$ cat config.mk
export PLATFORM = sky130hd
export DESIGN_NAME = sd_spi_card_responder
export DESIGN_NICKNAME = d
export VERILOG_FILES = /design/src/rtl/sd_spi_card_responder.sv
export SDC_FILE = /design/constraint.sdc
export NUM_CORES = 1
export LEC_CHECK = 0
export ABC_CLOCK_PERIOD_IN_PS = 6300
export CAP_MARGIN = 25
export CORE_ASPECT_RATIO = 1.2
export CORE_MARGIN = 4
export CORE_UTILIZATION = 55
export CTS_CLUSTER_DIAMETER = 120
export DETAILED_ROUTE_END_ITERATION = 6
export GPL_TIMING_DRIVEN = 0
export HOLD_SLACK_MARGIN = 0.1
export PLACE_DENSITY = 0.77
export SYNTH_ARGS = -nofsm -noshare
export SYNTH_HDL_FRONTEND = slang
export SYNTH_SLANG_ARGS = --single-unit
$ cat constraint.sdc
create_clock -name CLK50 -period 6.3 [get_ports CLK50]
set_input_delay 1.575 -clock CLK50 [delete_from_list [all_inputs] [get_ports CLK50]]
set_output_delay 1.575 -clock CLK50 [all_outputs]
set_load 0.01 [all_outputs]
$ cat src/rtl/sd_spi_card_responder.sv
`default_nettype none
// ============================================================================
// sd_spi_card_responder : SPI-mode microSD card response-path emulator
// Revision 1.0
// ============================================================================
module sd_spi_card_responder #(
  parameter int NCR       = 1,
  parameter int INIT_CLKS = 74,
  parameter int BUSY_CNT  = 2
) (
  input  logic        CLK50,
  input  logic        RST,
  input  logic        SCLK,
  input  logic        CS,
  input  logic        MOSI,
  output logic        MISO,
  output logic        CMD_STB,
  output logic [5:0]  CMD_IDX,
  output logic [31:0] CMD_ARG,
  output logic        CARD_IDLE,
  output logic        INIT_DONE
);

  localparam int IW = (INIT_CLKS < 1) ? 1 : $clog2(INIT_CLKS + 1);
  localparam int BW = (BUSY_CNT < 1) ? 1 : $clog2(BUSY_CNT + 1);

  typedef enum logic [2:0] {
    WAIT_INIT = 3'd0,
    HUNT      = 3'd1,
    CMD       = 3'd2,
    GAP       = 3'd3,
    RESP      = 3'd4
  } state_t;

  state_t state, state_n;

  logic [1:0]    sclk_sync, cs_sync, mosi_sync;
  logic          sclk_q, cs_q;
  logic [2:0]    bit_cnt;
  logic [6:0]    rx_sr;
  logic [2:0]    byte_idx;
  logic [5:0]    idx_buf;
  logic [31:0]   arg_buf;
  logic [7:0]    tx_sr;
  logic [7:0]    r1;
  logic [2:0]    gap_cnt;
  logic [IW-1:0] init_cnt;
  logic [BW-1:0] busy;
  logic          app;

  // A CS rise seen together with an SCLK edge suppresses that edge.
  logic       cs_hi, cs_rise, rise, fall, byte_done, init_hit;
  logic [7:0] rx_next;

  assign cs_hi     = cs_sync[1];
  assign cs_rise   = cs_hi & ~cs_q;
  assign rise      = sclk_sync[1] & ~sclk_q & ~cs_rise;
  assign fall      = ~sclk_sync[1] & sclk_q & ~cs_rise;
  assign rx_next   = {rx_sr, mosi_sync[1]};
  assign byte_done = rise & ~cs_hi & (bit_cnt == 3'd7);
  assign init_hit  = (state == WAIT_INIT) & rise & cs_hi &
                     (init_cnt == IW'(INIT_CLKS - 1));

  assign MISO = ((state == GAP) || (state == RESP)) ? tx_sr[7] : 1'b1;

  always_ff @(posedge CLK50 or posedge RST) begin
    if (RST) begin
      sclk_sync <= 2'b00;
      cs_sync   <= 2'b11;
      mosi_sync <= 2'b11;
      sclk_q    <= 1'b0;
      cs_q      <= 1'b1;
    end else begin
      sclk_sync <= {sclk_sync[0], SCLK};
      cs_sync   <= {cs_sync[0], CS};
      mosi_sync <= {mosi_sync[0], MOSI};
      sclk_q    <= sclk_sync[1];
      cs_q      <= cs_sync[1];
    end
  end

  always_ff @(posedge CLK50 or posedge RST) begin
    if (RST) state <= WAIT_INIT;
    else     state <= state_n;
  end

  always_comb begin
    state_n = state;
    unique case (state)
      WAIT_INIT: if (init_hit) state_n = HUNT;
      HUNT:      if (byte_done && rx_next[7:6] == 2'b01) state_n = CMD;
      CMD:       if (byte_done && byte_idx == 3'd5) state_n = GAP;
      GAP:       if (byte_done && gap_cnt == 3'(NCR - 1)) state_n = RESP;
      RESP:      if (byte_done) state_n = HUNT;
      default:   state_n = WAIT_INIT;
    endcase
    if (cs_rise && (state == CMD || state == GAP || state == RESP))
      state_n = HUNT;
  end

  always_ff @(posedge CLK50 or posedge RST) begin
    if (RST) begin
      CMD_STB   <= 1'b0;
      CMD_IDX   <= '0;
      CMD_ARG   <= '0;
      CARD_IDLE <= 1'b1;
      INIT_DONE <= 1'b0;
      bit_cnt   <= '0;
      rx_sr     <= '0;
      byte_idx  <= '0;
      idx_buf   <= '0;
      arg_buf   <= '0;
      tx_sr     <= 8'hFF;
      r1        <= 8'hFF;
      gap_cnt   <= '0;
      init_cnt  <= '0;
      busy      <= BW'(BUSY_CNT);
      app       <= 1'b0;
    end else begin
      CMD_STB <= 1'b0;
      if (cs_hi)     bit_cnt <= '0;
      else if (rise) bit_cnt <= bit_cnt + 3'd1;
      if (rise && !cs_hi) rx_sr <= rx_next[6:0];

      if (state == WAIT_INIT && rise && cs_hi && init_cnt != IW'(INIT_CLKS))
        init_cnt <= init_cnt + IW'(1);
      if (init_hit) INIT_DONE <= 1'b1;

      // Falling edges after bits 1..7 shift; after bit 8 a new byte is already loaded.
      if (fall && bit_cnt != 3'd0) tx_sr <= {tx_sr[6:0], 1'b1};

      if (byte_done) begin
        unique case (state)
          HUNT: begin
            idx_buf  <= rx_next[5:0];
            byte_idx <= 3'd1;
          end
          CMD: begin
            byte_idx <= byte_idx + 3'd1;
            if (byte_idx != 3'd5) begin
              arg_buf <= {arg_buf[23:0], rx_next};
            end else begin
              CMD_STB <= 1'b1;
              CMD_IDX <= idx_buf;
              CMD_ARG <= arg_buf;
              tx_sr   <= 8'hFF;
              gap_cnt <= '0;
              if (!rx_next[0]) begin
                r1  <= {4'b0000, 1'b1, 2'b00, CARD_IDLE};
                app <= 1'b0;
              end else if (idx_buf == 6'd0) begin
                CARD_IDLE <= 1'b1;
                busy      <= BW'(BUSY_CNT);
                app       <= 1'b0;
                r1        <= 8'h01;
              end else if (idx_buf == 6'd55) begin
                app <= 1'b1;
                r1  <= {7'b0, CARD_IDLE};
              end else if (idx_buf == 6'd41 && app) begin
                app <= 1'b0;
                if (busy == '0) begin
                  CARD_IDLE <= 1'b0;
                  r1        <= 8'h00;
                end else begin
                  busy <= busy - BW'(1);
                  r1   <= 8'h01;
                end
              end else begin
                r1  <= {5'b0, 1'b1, 1'b0, CARD_IDLE};
                app <= 1'b0;
              end
            end
          end
          GAP: begin
            gap_cnt <= gap_cnt + 3'd1;
            tx_sr   <= (gap_cnt == 3'(NCR - 1)) ? r1 : 8'hFF;
          end
          default: ;
        endcase
      end
    end
  end

endmodule
`default_nettype wire

# ---- Word level (Yosys, flattened, before mapping)
# Index checks and enable logic that the tools add are counted.
dict set report classes {
  bitwise 16
  mux 37
  reduce_logical 32
  add_sub_neg 5
  eq_ne 20
}
# op count
set op_table {}
lappend op_table {{$mux W8} 8}
lappend op_table {{$mux W3} 9}
lappend op_table {{$pmux W8 S2} 1}
lappend op_table {{$pmux W3 S5} 1}
lappend op_table {{$reduce_and A7 Y1} 2}
lappend op_table {{$eq A6 B6 Y1 const B} 2}
lappend op_table {{$mux W1} 12}
lappend op_table {{$pmux W3 S2} 2}
lappend op_table {{$and A1 B1 Y1} 10}
lappend op_table {{$logic_and A1 B1 Y1} 10}
lappend op_table {{$reduce_bool A2 Y1} 5}
lappend op_table {{$add A3 B1 Y3 const B} 3}
lappend op_table {{$eq A3 B3 Y1 const B} 3}
lappend op_table {{$ne A3 B2 Y1 const B} 3}
lappend op_table {{$reduce_and A3 Y1} 3}
lappend op_table {{$mux W2} 4}
lappend op_table {{$add A7 B1 Y7 const B} 1}
lappend op_table {{$eq A7 B7 Y1 const B} 1}
lappend op_table {{$ne A7 B7 Y1 const B} 1}
lappend op_table {{$eq A3 B2 Y1 const B} 2}
lappend op_table {{$logic_not A3 Y1} 2}
lappend op_table {{$logic_not A6 Y1} 1}
lappend op_table {{$ne A2 B2 Y1 const B} 3}
lappend op_table {{$ne A3 B3 Y1 const B} 2}
lappend op_table {{other kinds (11)} 19}
dict set report word_totals {
  word_cells 132
  in_bits 5
  out_inout_bits 42
  regBits 132
}

# ---- Logic depth before layout (Yosys ltp)
# Gate-level depths: netlist of the first run.
dict set report depth {
  depth_word 10
  ltp_mapped 9
  mapped_depth_nobuf 7
}

# ---- Worst setup path after synthesis of the first run
# No wires, ideal clock.
dict set report synth_path {
  kind {flip-flop to output port}
  startpoint {register state[0]}
  endpoint {output port MISO}
  stages_incl_launch_ff 5
  path_buffers 2
  arrival_time_ns 1.135
  setup_slack_ns 3.590
  t_required_ns 4.725
  cell_sequence {dfrtp_1 clkbuf_1 clkbuf_1 nor3b_1 o21bai_1}
}
dict set report synth_via {
  elab_chain_cells 3
  elab_cells_between_ends 4
  cone_classes {2 x eq/ne; 1 x mux; 1 x reduce/logical}
}
# element line_no
set synth_lines {}
lappend synth_lines {{start: declaration} 35} ;# state_t state, state_n;
lappend synth_lines {{start signal: assignment} 84} ;# else state <= state_n;
lappend synth_lines {{$eq A3 B2 Y1 or $eq A3 B3 Y1 (tied branches)} 64} ;# assign MISO = ((state == GAP) || (state == RESP)) ? tx_sr[7] : 1'b1;
lappend synth_lines {{$logic_or A1 B1 Y1 *} 64}
lappend synth_lines {{$mux W1 *} 64}
lappend synth_lines {{end: declaration} 16} ;# output logic MISO,
# Every way passes the cells marked *; elsewhere a longest branch is shown, timed or not.

# ---- Final worst setup path of the first run
dict set report layout_path {
  startpoint {register state[2]}
  endpoint {output port MISO}
}
# The elaborated chain is that of the path after synthesis.

==> results of run 1 <==
[metrics by stage]
step / setup slack [ps] / area [µm²] / util / TNS [ps] / total power [µW]
2_1_floorplan: 1340 / 5410 / - / 0 / 999
3_3_place_gp: -298 / 6020 / 0.630 / -31890 / 1020
3_5_place_dp: 2920 / 6060 / 0.633 / 0 / 1040
4_1_cts: 2450 / 6630 / 0.693 / 0 / 1980
5_1_grt: 2290 / 6630 / 0.693 / 0 / 2040
6_report: 2470 / 6630 / 0.693 / 0 / 1970
[cell type report]
| cell class | instances | area (µm²) | share of cell area |
|---|---|---|---|
| Buffer | 21 | 97.6 | 0.0147 |
| Clock buffer | 25 | 495 | 0.0747 |
| Clock inverter | 6 | 80.1 | 0.0121 |
| Inverter | 12 | 50.0 | 0.00755 |
| Multi-Input combinational cell | 312 | 2040 | 0.308 |
| Sequential cell | 128 | 3230 | 0.487 |
| Tap cell | 123 | 154 | 0.0232 |
| Timing Repair Buffer | 47 | 488 | 0.0736 |
[cells by family after synthesis]
family                   after synthesis  share of synthesized area
flip-flops                           128                      0.597
adder cells (fa/ha/maj)               11                     0.0254
AO/OA/AOI/OAI                         47                     0.0606
buffers and inverters                 33                     0.0264
XOR/XNOR                               8                     0.0130
AND/OR/NAND/NOR                      190                      0.164
multiplexers                          56                      0.115
[cells in the mapped netlist, types with 2 or more instances]
| library cell | n | share of area |
|---|---|---|
| sky130_fd_sc_hd__dfstp_2 | 19 | 0.092 |
| sky130_fd_sc_hd__nor4_1 | 2 | 0.0023 |
| sky130_fd_sc_hd__a211oi_1 | 2 | 0.0028 |
| sky130_fd_sc_hd__nor2_1 | 15 | 0.010 |
| sky130_fd_sc_hd__nor3b_2 | 2 | 0.0046 |
| sky130_fd_sc_hd__and2_1 | 3 | 0.0035 |
| sky130_fd_sc_hd__o21a_1 | 5 | 0.0069 |
| sky130_fd_sc_hd__and3_1 | 3 | 0.0035 |
| sky130_fd_sc_hd__nand2_1 | 125 | 0.087 |
| sky130_fd_sc_hd__nand3_1 | 5 | 0.0046 |
| sky130_fd_sc_hd__nor4b_1 | 2 | 0.0032 |
| sky130_fd_sc_hd__clkbuf_1 | 11 | 0.0076 |
| sky130_fd_sc_hd__xnor2_1 | 6 | 0.0097 |
| sky130_fd_sc_hd__o22ai_1 | 4 | 0.0046 |
| sky130_fd_sc_hd__or3_1 | 2 | 0.0023 |
| sky130_fd_sc_hd__inv_1 | 11 | 0.0076 |
| sky130_fd_sc_hd__xor2_1 | 2 | 0.0032 |
| sky130_fd_sc_hd__a31o_2 | 2 | 0.0032 |
| sky130_fd_sc_hd__o21ai_0 | 7 | 0.0065 |
| sky130_fd_sc_hd__buf_2 | 9 | 0.0083 |
| sky130_fd_sc_hd__ha_1 | 11 | 0.025 |
| sky130_fd_sc_hd__o31ai_1 | 2 | 0.0028 |
| sky130_fd_sc_hd__a21oi_1 | 9 | 0.0083 |
| sky130_fd_sc_hd__mux2i_1 | 9 | 0.017 |
| sky130_fd_sc_hd__dfrtp_1 | 109 | 0.50 |
| sky130_fd_sc_hd__mux2_2 | 47 | 0.098 |
| sky130_fd_sc_hd__a22o_1 | 3 | 0.0049 |
| sky130_fd_sc_hd__nand4_1 | 9 | 0.010 |
| sky130_fd_sc_hd__nor3b_1 | 3 | 0.0042 |
| sky130_fd_sc_hd__nor2b_1 | 5 | 0.0058 |
| sky130_fd_sc_hd__o22a_1 | 2 | 0.0032 |
| sky130_fd_sc_hd__o21bai_1 | 2 | 0.0028 |
| sky130_fd_sc_hd__nand2b_1 | 4 | 0.0046 |
[cell usage in the layout, fill, tap and decap left out, types with 3 or more instances in the layout]
cell,netlist,layout
sky130_fd_sc_hd__nand2_1,125,125
sky130_fd_sc_hd__clkinv_2,0,4
sky130_fd_sc_hd__clkdlybuf4s50_1,0,46
sky130_fd_sc_hd__clkbuf_1,11,15
sky130_fd_sc_hd__o22ai_1,4,4
sky130_fd_sc_hd__nor2b_1,5,5
sky130_fd_sc_hd__buf_2,9,9
sky130_fd_sc_hd__o21ai_0,7,7
sky130_fd_sc_hd__and2_1,3,3
sky130_fd_sc_hd__nor3b_1,3,3
sky130_fd_sc_hd__a21oi_1,9,9
sky130_fd_sc_hd__inv_1,11,10
sky130_fd_sc_hd__clkbuf_8,0,4
sky130_fd_sc_hd__nand3_1,5,5
sky130_fd_sc_hd__nand2b_1,4,4
sky130_fd_sc_hd__dfrtp_1,109,109
sky130_fd_sc_hd__nor2_1,15,15
sky130_fd_sc_hd__mux2i_1,9,9
sky130_fd_sc_hd__a22o_1,3,3
sky130_fd_sc_hd__and3_1,3,3
sky130_fd_sc_hd__o21a_1,5,5
sky130_fd_sc_hd__nand4_1,9,9
sky130_fd_sc_hd__dfstp_2,19,19
sky130_fd_sc_hd__ha_1,11,11
sky130_fd_sc_hd__xnor2_1,6,6
sky130_fd_sc_hd__clkbuf_16,0,17
sky130_fd_sc_hd__mux2_2,47,47
[worst register-to-register path: cells and delay by family (launching register included)]
kind	cells	cell delay, ps
simple gates	3	670
flops	1	520
buf+inv	3	920
compound gates	1	80
[worst min-delay path by stage]
stage,startpoint,to,slack (ps),depth (start not counted)
2_1_floorplan,sclk_sync[0],sclk_sync[1],330,0
3_3_place_gp,sclk_sync[0],sclk_sync[1],330,0
3_5_place_dp,sclk_sync[0],sclk_sync[1],340,0
4_1_cts,sclk_sync[0],sclk_sync[1],350,0
5_1_grt,mosi_sync[0],mosi_sync[1],360,0
6_report,sclk_sync[0],sclk_sync[1],350,0
[state kept, by name (all words and copies together), names as in the netlist, 2 cells and up]
signal and count:
busy 2, CMD_IDX 6, state 3, init_cnt 7
byte_idx 3, idx_buf 6, gap_cnt 3, CMD_ARG 32
arg_buf 32, mosi_sync 2, tx_sr 8, bit_cnt 3
cs_sync 2, r1 4, rx_sr 7, sclk_sync 2
[power by group through the flow]
stage / Clock, µW / Sequential [µW] / Combinational [µW]
after global placement: 0 / 928 / 96.6
after CTS: 954 / 921 / 108
after detailed placement: 0 / 934 / 106
after floorplan: 0 / 917 / 82.8
after global routing: 995 / 927 / 121
final: 940 / 920 / 105
[metal layers]
metal | up-vias | share of wire | GRT usage
met5 | - | 0 | 0
met2 | 80 | 0.53 | 0.359
met3 | 21 | 0.035 | 0.0460
met4 | 0 | 0.020 | 0.0956
met1 | 1840 | 0.41 | 0.230
li1 | 1749 | - | -
==> impl_metrics.sql, run 1 <==
INSERT INTO impl_metrics (metric_group, metric, value, unit) VALUES
('status', 'result_of_the_run', 'finished, final reports clean', ''),
('critical_path', 'critPathCaptureType', 'primary output', ''),
('yosys', 'async_flop_share', '1.00', ''),
('critical_path', 'critical_path.top_delay_family', 'buffers and inverters', ''),
('critical_path', 'timing.rr.end', 'r1[2]', ''),
('timing', 'timing.max_slew.rel_slack', '0.536', ''),
('clock_network', 'clockRootBuffer', 'sky130_fd_sc_hd__clkbuf_16', ''),
('critical_path', 'number_of_buffers_and_inverters_on_the_critical_path', '2', ''),
('floorplanning', 'io-pin-count', '47', ''),
('timing', 'post-route-min-period', '3830', 'ps'),
('power', 'power.switching_fraction', '0.213', ''),
('yosys', 'ys_ff_latch', '128', ''),
('yosys', 'synthFlopType', 'sky130_fd_sc_hd__dfrtp_1', ''),
('floorplanning', 'floorplan.die.height', '117', 'µm'),
('critical_path', 'r2r.worst_path.cells', '7', ''),
('min_path', 'timing.hold.worst.class', 'flip-flop to flip-flop', ''),
('grt', 'grt_first_pass_wirelength', '18200', 'µm'),
('timing', 'clock-skew-final', '5.22', 'ps'),
('critical_path', 'crit_chain', 'clkbuf_1, nor3b_1, o21bai_1, clkdlybuf4s50_1', ''),
('floorplanning', 'num_rows', '39', ''),
('critical_path', 'worstPathArrival', '2250', 'ps'),
('power', 'clock_share_of_power', '0.478', ''),
('floorplanning', 'chipWidth', '98.5', 'µm'),
('clock_network', 'clkLatencyLatePin', '410', 'ps'),
('power', 'seq_power_share', '0.468', ''),
('timing', 'slew_at_the_pin_closest_to_its_max_slew_limit', '690', 'ps'),
('critical_path', 'worst_setup_path_endpoint', 'MISO', ''),
('yosys', 'syn_avg_cell_area', '11.4', 'µm²'),
('critical_path', 'r2r_start', 'cs_sync[1]', ''),
('route', 'vias', '3690', ''),
('grt', 'maximum_number_of_pins_on_one_net_before_global_route_repair', '90', ''),
('route', 'routed_via_density', '5.47', ''),
('clock_network', 'count_of_clock_tree_sinks', '128', ''),
('clock_network', 'htreeDepth', '4', ''),
('power', 'comb_power_share', '0.054', ''),
('critical_path', 'critical_path_peak_fanout', '10', ''),
('yosys', 'seq_area_frac_synth', '0.597', ''),
('grt', 'groute.usage.overall', '0.201', ''),
('clock_network', 'number_of_gates_resized_after_cts', '0', ''),
('finish', 'num_antenna_cells', '0', ''),
('clock_network', 'clockBufferDepth', '2', ''),
('power', 'p_int', '1550', 'µW'),
('timing', 'crit_share_post_route', '0.608', ''),
('power', 'power.static_leakage', '0.00321', 'µW'),
('route', 'ant_nets', '0', ''),
('critical_path', 'timing.critical_path.slowest_stage_cell', 'sky130_fd_sc_hd__clkdlybuf4s50_1', ''),
('floorplanning', 'effective_utilization_at_floorplan', '0.566', ''),
('place', 'placed_cells', '643', ''),
('finish', 'syn2layout_area_growth', '22.6', '%'),
('timing', 'grt_setup_unrepaired', 'no', ''),
('floorplanning', 'design.die.area', '0.0115', 'mm²'),
('timing', 'finalSetupViolations', '0', ''),
('yosys', 'syn-num-nets', '489', ''),
('timing', 'timing.final.hold_violations', '0', ''),
('timing', 'timing.fmax', '261', 'MHz'),
('finish', 'drive_gt1_frac', '0.211', ''),
('yosys', 'synthesis.yosys.warnings', '0', ''),
('clock_network', 'holdBufCountCts', '0', ''),
('timing', 'maxSlewViolCount', '0', ''),
('grt', 'grt_antenna_before_repair', '0', ''),
('critical_path', 'max_stage_delay', '490', 'ps'),
('clock_network', 'cts.clk_slew.worst_paths', '50', 'ps'),
('route', 'drc', '0', ''),
('route', 'post_drt_wl_per_cell', '15.8', 'µm'),
('yosys', 'syn_area', '0.00541', 'mm²'),
('route', 'drtIter0Drc', '164', ''),
('place', 'dp_hpwl', '7420', 'µm'),
('power', 'worst_ir_drop_vdd', '0.000209', 'V'),
('grt', 'first_global_vias', '3844', ''),
('job', 'max_cap_viols', '0', ''),
('critical_path', 'reg2reg_setup_slack', '4000', 'ps');
Power figures use the tool's default switching activity.
==> inputs of run 2 (changes only) <==
--- a/config.mk
+++ b/config.mk
@@ -5,11 +5,11 @@
 export SDC_FILE = /design/constraint.sdc
 export NUM_CORES = 1
 export LEC_CHECK = 0
-export ABC_CLOCK_PERIOD_IN_PS = 6300
+export ABC_CLOCK_PERIOD_IN_PS = 3100
 export CAP_MARGIN = 25
 export CORE_ASPECT_RATIO = 1.2
 export CORE_MARGIN = 4
-export CORE_UTILIZATION = 55
+export CORE_UTILIZATION = 52
 export CTS_CLUSTER_DIAMETER = 120
 export DETAILED_ROUTE_END_ITERATION = 6
 export GPL_TIMING_DRIVEN = 0
==> constraint.sdc (replaced) <==
create_clock -name CLK50 -period 3.1 [get_ports CLK50]
set_input_delay 0.775 -clock CLK50 [delete_from_list [all_inputs] [get_ports CLK50]]
set_output_delay 0.775 -clock CLK50 [all_outputs]
set_load 0.01 [all_outputs]
==> run 2 against run 1 <==
Worst setup slack worse by 2300 ps; critical path type unchanged; power grew 110%; sequential share of layout area decreased by 0.46 points; global-route usage shrank 1.8 points; critical endpoint unchanged; first-iteration DRC count is 38% higher; highest routed layer unchanged; combinational power is 100% higher.
==> impl_metrics.sql, run 2 (synthesis gave the netlist of run 1 again) <==
INSERT INTO impl_metrics (metric_group, metric, value, unit) VALUES
('finish', 'final_core_util', '0.662', ''),
('timing', 'maxSlewViolCount', '0', ''),
('status', 'result_of_the_run', 'finished, final reports clean', ''),
('power', 'power.static_leakage', '0.00323', 'µW'),
('grt', 'globalRoute.totalOverflow', '0', ''),
('finish', 'multiInputGateArea', '0.00204', 'mm²'),
('floorplanning', 'fp.coreArea', '0.0101', 'mm²'),
('grt', 'first_global_vias', '3683', ''),
('floorplanning', 'floorplan.die.height', '120', 'µm'),
('floorplanning', 'design.die.area', '0.0121', 'mm²'),
('critical_path', 'crit_type', 'flip-flop to primary output', ''),
('clock_network', 'htreeDepth', '4', ''),
('grt', 'grt_antenna_before_repair', '0', ''),
('timing', 'post-route-min-period', '2910', 'ps'),
('place', 'placement.setup.worst_slack', '491', 'ps'),
('route', 'vias', '3673', ''),
('floorplanning', 'num_rows', '40', ''),
('critical_path', 'worstPathArrival', '2130', 'ps'),
('finish', 'regArea', '0.00323', 'mm²'),
('route', 'routed_via_density', '5.40', ''),
('place', 'place.gp.congestion', '0.838', ''),
('finish', 'layout.cells.most_common', 'sky130_fd_sc_hd__nand2_1', ''),
('floorplanning', 'io-pin-count', '47', ''),
('route', 'drc', '0', ''),
('critical_path', 'critPathCaptureType', 'primary output', ''),
('place', 'numPortBuffers', '46', ''),
('route', 'post_drt_wl_per_cell', '15.4', 'µm'),
('floorplanning', 'effective_utilization_at_floorplan', '0.535', ''),
('timing', 'timing.fmax', '344', 'MHz'),
('critical_path', 'number_of_buffers_and_inverters_on_the_critical_path', '2', ''),
('critical_path', 'critical_path_peak_fanout', '10', ''),
('finish', 'num-fill-cells', '760', ''),
('job', 'max_cap_viols', '0', ''),
('place', 'dp_hpwl', '7310', 'µm'),
('timing', 'clock-skew-final', '8.37', 'ps'),
('critical_path', 'crit_chain', 'clkbuf_1, nor3b_2, o21bai_1, clkdlybuf4s50_1', ''),
('clock_network', 'count_of_clock_tree_sinks', '128', ''),
('grt', 'grt_first_pass_wirelength', '17600', 'µm'),
('timing', 'crit_share_post_route', '0.938', ''),
('finish', 'most-common-layout-cells', 'sky130_fd_sc_hd__nand2_1 (125), sky130_fd_sc_hd__dfrtp_1 (109), sky130_fd_sc_hd__mux2_2 (47)', ''),
('grt', 'groute.usage.overall', '0.183', ''),
('timing', 'layout_setup_ws', '191', 'ps'),
('clock_network', 'cts_tree', 'done', ''),
('route', 'drtIter0Drc', '227', ''),
('timing', 'timing.max_slew.rel_slack', '0.491', ''),
('floorplanning', 'chipWidth', '101', 'µm'),
('clock_network', 'clockRootBuffer', 'sky130_fd_sc_hd__clkbuf_16', ''),
('critical_path', 'critical_path.top_delay_family', 'buffers and inverters', ''),
('clock_network', 'clkLatencyLatePin', '410', 'ps'),
('route', 'drt_pass1_iterations', '4', ''),
('clock_network', 'cts_buffers', '17', ''),
('min_path', 'timing.hold.worst.class', 'flip-flop to flip-flop', ''),
('finish', 'largest_registers', 'CMD_ARG: 32 flops, arg_buf: 32 flops, tx_sr: 8 flops', ''),
('timing', 'slew_at_the_pin_closest_to_its_max_slew_limit', '753', 'ps'),
('timing', 'grt_setup_unrepaired', 'no', ''),
('finish', 'syn2layout_area_growth', '23.8', '%'),
('timing', 'finalSetupViolations', '0', ''),
('clock_network', 'cts.clk_slew.worst_paths', '50', 'ps'),
('route', 'finalWirelength', '10500', 'µm'),
('critical_path', 'critPathLaunchType', 'flip-flop', ''),
('power', 'powerDensity', '608', 'mW/mm²'),
('finish', 'layout.nets', '557', ''),
('route', 'ant_nets', '0', ''),
('timing', 'timing.final.hold_violations', '0', ''),
('power', 'worst_ir_drop_vdd', '0.000497', 'V'),
('clock_network', 'clockBufferDepth', '2', ''),
('grt', 'maximum_number_of_pins_on_one_net_before_global_route_repair', '43', ''),
('clock_network', 'holdBufCountCts', '0', ''),
('critical_path', 'timing.critical_path.slowest_stage_cell', 'sky130_fd_sc_hd__clkdlybuf4s50_1', ''),
('finish', 'drive_gt1_frac', '0.222', ''),
('critical_path', 'worst-endpoint-required', '2320', 'ps'),
('critical_path', 'max_stage_delay', '490', 'ps'),
('finish', 'num_antenna_cells', '0', '');
[run 2: changes by cell type in the layout (fill, tap and decap cells not counted), sizes merged]
cell      previous run  this run
bufinv               2         3
inv                 12        11
clkinv               4         5
clkinvlp             0         4
clkbuf              36        32
buf                 11        13
[run 2: layout make-up]
cell class | instances | area share
clock buffers | 21 | 0.0688
clock inverters | 11 | 0.0206
plain buffers | 21 | 0.0148
inverters | 12 | 0.00729
repair buffers | 49 | 0.0777
well taps | 126 | 0.0235
multi-input cells | 312 | 0.305
flip-flops and latches | 128 | 0.482
[run 2: worst paths after layout]
check	from	endpoint	slack [ps]	cells past startpoint
max in group asynchronous	RST	CMD_ARG[3]	1580	4
setup reg to reg	bit_cnt[0]	busy[0]	820	8
setup / recovery	state[2]	MISO	190	4
hold / removal	sclk_sync[0]	sclk_sync[1]	350	0
min in group asynchronous	RST	init_cnt[2]	720	2
hold reg to reg	sclk_sync[0]	sclk_sync[1]	350	0
[run 2: what timing repair did]
action	4_1_cts	5_1_grt
gates resized for setup	0	3
buffers inserted	0	0
endpoints found under the setup margin	0	1
[run 2: routing by layer]
metal  routed length (µm)  GRT usage  vias up
li1                     -          -     1756
met2                 5580      0.315       92
met4                  171     0.0690        0
met3                  461     0.0430       14
met1                 4260      0.221     1811
met5                    0          0        -
[run 2: where the power goes]
| group | leakage, µW | switching (µW) | internal (µW) |
|---|---|---|---|
| Sequential | 0.00170 | 92.3 | 1780 |
| Combinational | 0.00125 | 106 | 109 |
| Clock | 0.000289 | 685 | 1300 |
| Total | 0.00323 | 884 | 3190 |
[run 2: through the flow]
step	hold slack (ps)	total power, µW	setup TNS, ps	area (µm²)	std cells
3_3_place_gp	336	2080	-34840	6030	645
4_1_cts	351	4100	0	6690	680
6_report	349	4070	0	6700	680
2_1_floorplan	331	2030	0	5410	473
5_1_grt	353	4220	0	6700	680
3_5_place_dp	339	2110	0	6090	648
==> inputs of run 3 (changes only) <==
--- a/config.mk
+++ b/config.mk
@@ -9,12 +9,13 @@
 export CAP_MARGIN = 25
 export CORE_ASPECT_RATIO = 1.2
 export CORE_MARGIN = 4
-export CORE_UTILIZATION = 52
+export CORE_UTILIZATION = 54
+export CTS_BUF_LIST = sky130_fd_sc_hd__clkbuf_2
 export CTS_CLUSTER_DIAMETER = 120
 export DETAILED_ROUTE_END_ITERATION = 6
 export GPL_TIMING_DRIVEN = 0
 export HOLD_SLACK_MARGIN = 0.1
-export PLACE_DENSITY = 0.77
+export PLACE_DENSITY = 0.79
 export SYNTH_ARGS = -nofsm -noshare
 export SYNTH_HDL_FRONTEND = slang
 export SYNTH_SLANG_ARGS = --single-unit
==> run 3 against run 2 <==
Maximum frequency is 8.0% higher; critical endpoint unchanged; largest power group is now sequential cells; worst setup slack better by 210 ps; clock skew is 19 ps higher; power is 24% lower.
==> impl_metrics.sql, run 3 (synthesis gave the netlist of run 1 again) <==
INSERT INTO impl_metrics (metric_group, metric, value, unit) VALUES
('floorplanning', 'effective_utilization_at_floorplan', '0.560', ''),
('clock_network', 'cts_buffers', '17', ''),
('route', 'met2WireLength', '5310', 'µm'),
('floorplanning', 'chipWidth', '99.4', 'µm'),
('grt', 'grt_first_pass_wirelength', '17700', 'µm'),
('critical_path', 'reg2reg_setup_slack', '790', 'ps'),
('route', 'drtIter0Drc', '158', ''),
('power', 'netSwitchingPower', '753', 'µW'),
('critical_path', 'critPathCaptureType', 'primary output', ''),
('critical_path', 'critical_path_peak_fanout', '10', ''),
('timing', 'clock-skew-final', '27.4', 'ps'),
('critical_path', 'worstPathArrival', '1920', 'ps'),
('timing', 'post-route-min-period', '2690', 'ps'),
('finish', 'layout.cells.most_common', 'sky130_fd_sc_hd__nand2_1', ''),
('min_path', 'timing.hold.worst.class', 'flip-flop to flip-flop', ''),
('timing', 'slew_at_the_pin_closest_to_its_max_slew_limit', '792', 'ps'),
('grt', 'groute.usage.overall', '0.189', ''),
('critical_path', 'worst-endpoint-required', '2320', 'ps'),
('clock_network', 'post-cts-setup-buffer-count', '0', ''),
('clock_network', 'number_of_gates_resized_after_cts', '5', ''),
('power', 'clock_share_of_power', '0.324', ''),
('place', 'numPortBuffers', '46', ''),
('critical_path', 'timing.rr.end', 'CMD_ARG[3]', ''),
('critical_path', 'r2r.worst_path.cells', '7', ''),
('route', 'drc', '0', ''),
('power', 'p_int', '2320', 'µW'),
('min_path', 'whs_endpoint', 'mosi_sync[1]', ''),
('finish', 'num-fill-cells', '765', ''),
('clock_network', 'clockBufferDepth', '2', ''),
('route', 'met3_length', '485', 'µm'),
('timing', 'grt_setup_unrepaired', 'no', ''),
('floorplanning', 'floorplan.die.height', '118', 'µm'),
('finish', 'regArea', '0.00323', 'mm²'),
('route', 'post_drt_wl_per_cell', '15.1', 'µm'),
('grt', 'maximum_number_of_pins_on_one_net_before_global_route_repair', '45', ''),
('finish', 'syn2layout_area_growth', '16.8', '%'),
('clock_network', 'clockRootBuffer', 'sky130_fd_sc_hd__clkbuf_2', ''),
('timing', 'timing.fmax', '371', 'MHz'),
('min_path', 'hold-path-cell-count', '0', ''),
('power', 'comb_power_share', '0.070', ''),
('finish', 'largest_registers', 'CMD_ARG: 32 flops, arg_buf: 32 flops, tx_sr: 8 flops', ''),
('job', 'max_cap_viols', '0', ''),
('route', 'routed_via_density', '5.47', ''),
('floorplanning', 'fp.coreArea', '0.00966', 'mm²'),
('clock_network', 'count_of_clock_tree_sinks', '128', ''),
('status', 'result_of_the_run', 'finished, final reports clean', ''),
('critical_path', 'critPathLaunchType', 'flip-flop', ''),
('finish', 'most-common-layout-cells', 'sky130_fd_sc_hd__nand2_1 (125), sky130_fd_sc_hd__dfrtp_1 (107), sky130_fd_sc_hd__mux2_2 (47)', ''),
('floorplanning', 'io-pin-count', '47', ''),
('clock_network', 'cts.clk_slew.worst_paths', '150', 'ps'),
('finish', 'num_antenna_cells', '0', ''),
('floorplanning', 'num_rows', '39', ''),
('power', 'power.static_leakage', '0.00309', 'µW'),
('timing', 'crit_share_post_route', '0.869', ''),
('floorplanning', 'design.die.area', '0.0117', 'mm²'),
('route', 'vias', '3680', ''),
('finish', 'layout.nets', '555', ''),
('place', 'placement.setup.worst_slack', '493', 'ps'),
('timing', 'finalSetupViolations', '0', ''),
('timing', 'layout_setup_ws', '405', 'ps'),
('clock_network', 'cts_tree', 'done', ''),
('grt', 'grt_antenna_before_repair', '0', ''),
('power', 'seq_power_share', '0.606', ''),
('clock_network', 'clkLatencyLatePin', '660', 'ps'),
('route', 'highest_routing_layer_actually_used', 'met4', ''),
('power', 'worst_ir_drop_vdd', '0.000297', 'V'),
('clock_network', 'holdBufCountCts', '0', ''),
('route', 'drt_pass1_iterations', '5', ''),
('place', 'place.gp.congestion', '0.819', ''),
('timing', 'timing.max_slew.rel_slack', '0.467', ''),
('route', 'finalWirelength', '10200', 'µm'),
('place', 'dp_hpwl', '7370', 'µm'),
('power', 'powerDensity', '487', 'mW/mm²'),
('route', 'ant_nets', '0', ''),
('critical_path', 'r2r_start', 'cs_sync[1]', ''),
('timing', 'timing.final.hold_violations', '0', ''),
('clock_network', 'htreeDepth', '4', ''),
('min_path', 'holdCritStartpoint', 'mosi_sync[0]', ''),
('timing', 'maxSlewViolCount', '0', ''),
('grt', 'first_global_vias', '3709', ''),
('finish', 'drive_gt1_frac', '0.224', ''),
('grt', 'globalRoute.totalOverflow', '0', ''),
('finish', 'final_core_util', '0.654', ''),
('route', 'routedLengthMet1', '4160', 'µm'),
('finish', 'multiInputGateArea', '0.00205', 'mm²'),
('power', 'power.switching_fraction', '0.245', ''),
('critical_path', 'crit_type', 'flip-flop to primary output', '');
-- run 3: cell types whose count changed in the layout (fill, tap and decap cells not counted), sizes merged --
cell and change:
clkinvlp -3, dlymetal6s2s +1, clkdlybuf4s50 -1, clkinv +2, clkbuf -3
-- run 3: layout make-up --
type                       count  area share
clock buffer                  20      0.0158
clock inverter                10      0.0190
multi-input combinational    312       0.324
buffer                        19      0.0148
inverter                      12     0.00772
tap                          123      0.0244
sequential                   128       0.511
timing repair buffer          49      0.0828
-- run 3: how the worst max path moves through the flow --
stage	depth (start not counted)	start	to	slack (ps)
final	5	state[1]	MISO	410
after global routing	5	state[1]	MISO	240
after CTS	4	state[2]	MISO	4
after detailed placement	5	state[0]	MISO	490
after global placement	2	RST	CMD_IDX[0]	-310
after floorplan	1	RST	CMD_ARG[0]	760
-- run 3: power groups by stage --
stage	Combinational (µW)	Sequential (µW)	Clock, µW
floorplan	169	1860	0
global placement	197	1890	0
detailed placement	218	1900	0
CTS	220	1860	1020
global route	246	1880	1110
finish	215	1860	995
-- run 3: metrics by stage --
| step | instance area (µm²) | total power [µW] | cells | setup TNS (ps) | hold WS (ps) |
|---|---|---|---|---|---|
| after floorplan | 5410 | 2030 | 473 | 0 | 331 |
| after global routing | 6320 | 3230 | 673 | 0 | 342 |
| final | 6320 | 3080 | 673 | 0 | 367 |
| after global placement | 6030 | 2080 | 642 | -33160 | 336 |
| after CTS | 6310 | 3110 | 673 | 0 | 348 |
| after detailed placement | 6090 | 2110 | 645 | 0 | 347 |
-- run 3: critical path, cell delays in order, from the launching register on --
cell                             delay [ps]
sky130_fd_sc_hd__dfrtp_1                410
sky130_fd_sc_hd__buf_6                  140
sky130_fd_sc_hd__clkbuf_2               200
sky130_fd_sc_hd__nor3b_4                260
sky130_fd_sc_hd__o21bai_1                90
sky130_fd_sc_hd__dlymetal6s2s_1         180
-- run 3: routing by layer --
layer,vias to the layer above,global-route usage
met5,-,0
met4,0,0.0845
met3,17,0.0451
met2,106,0.318
met1,1809,0.229
li1,1748,-
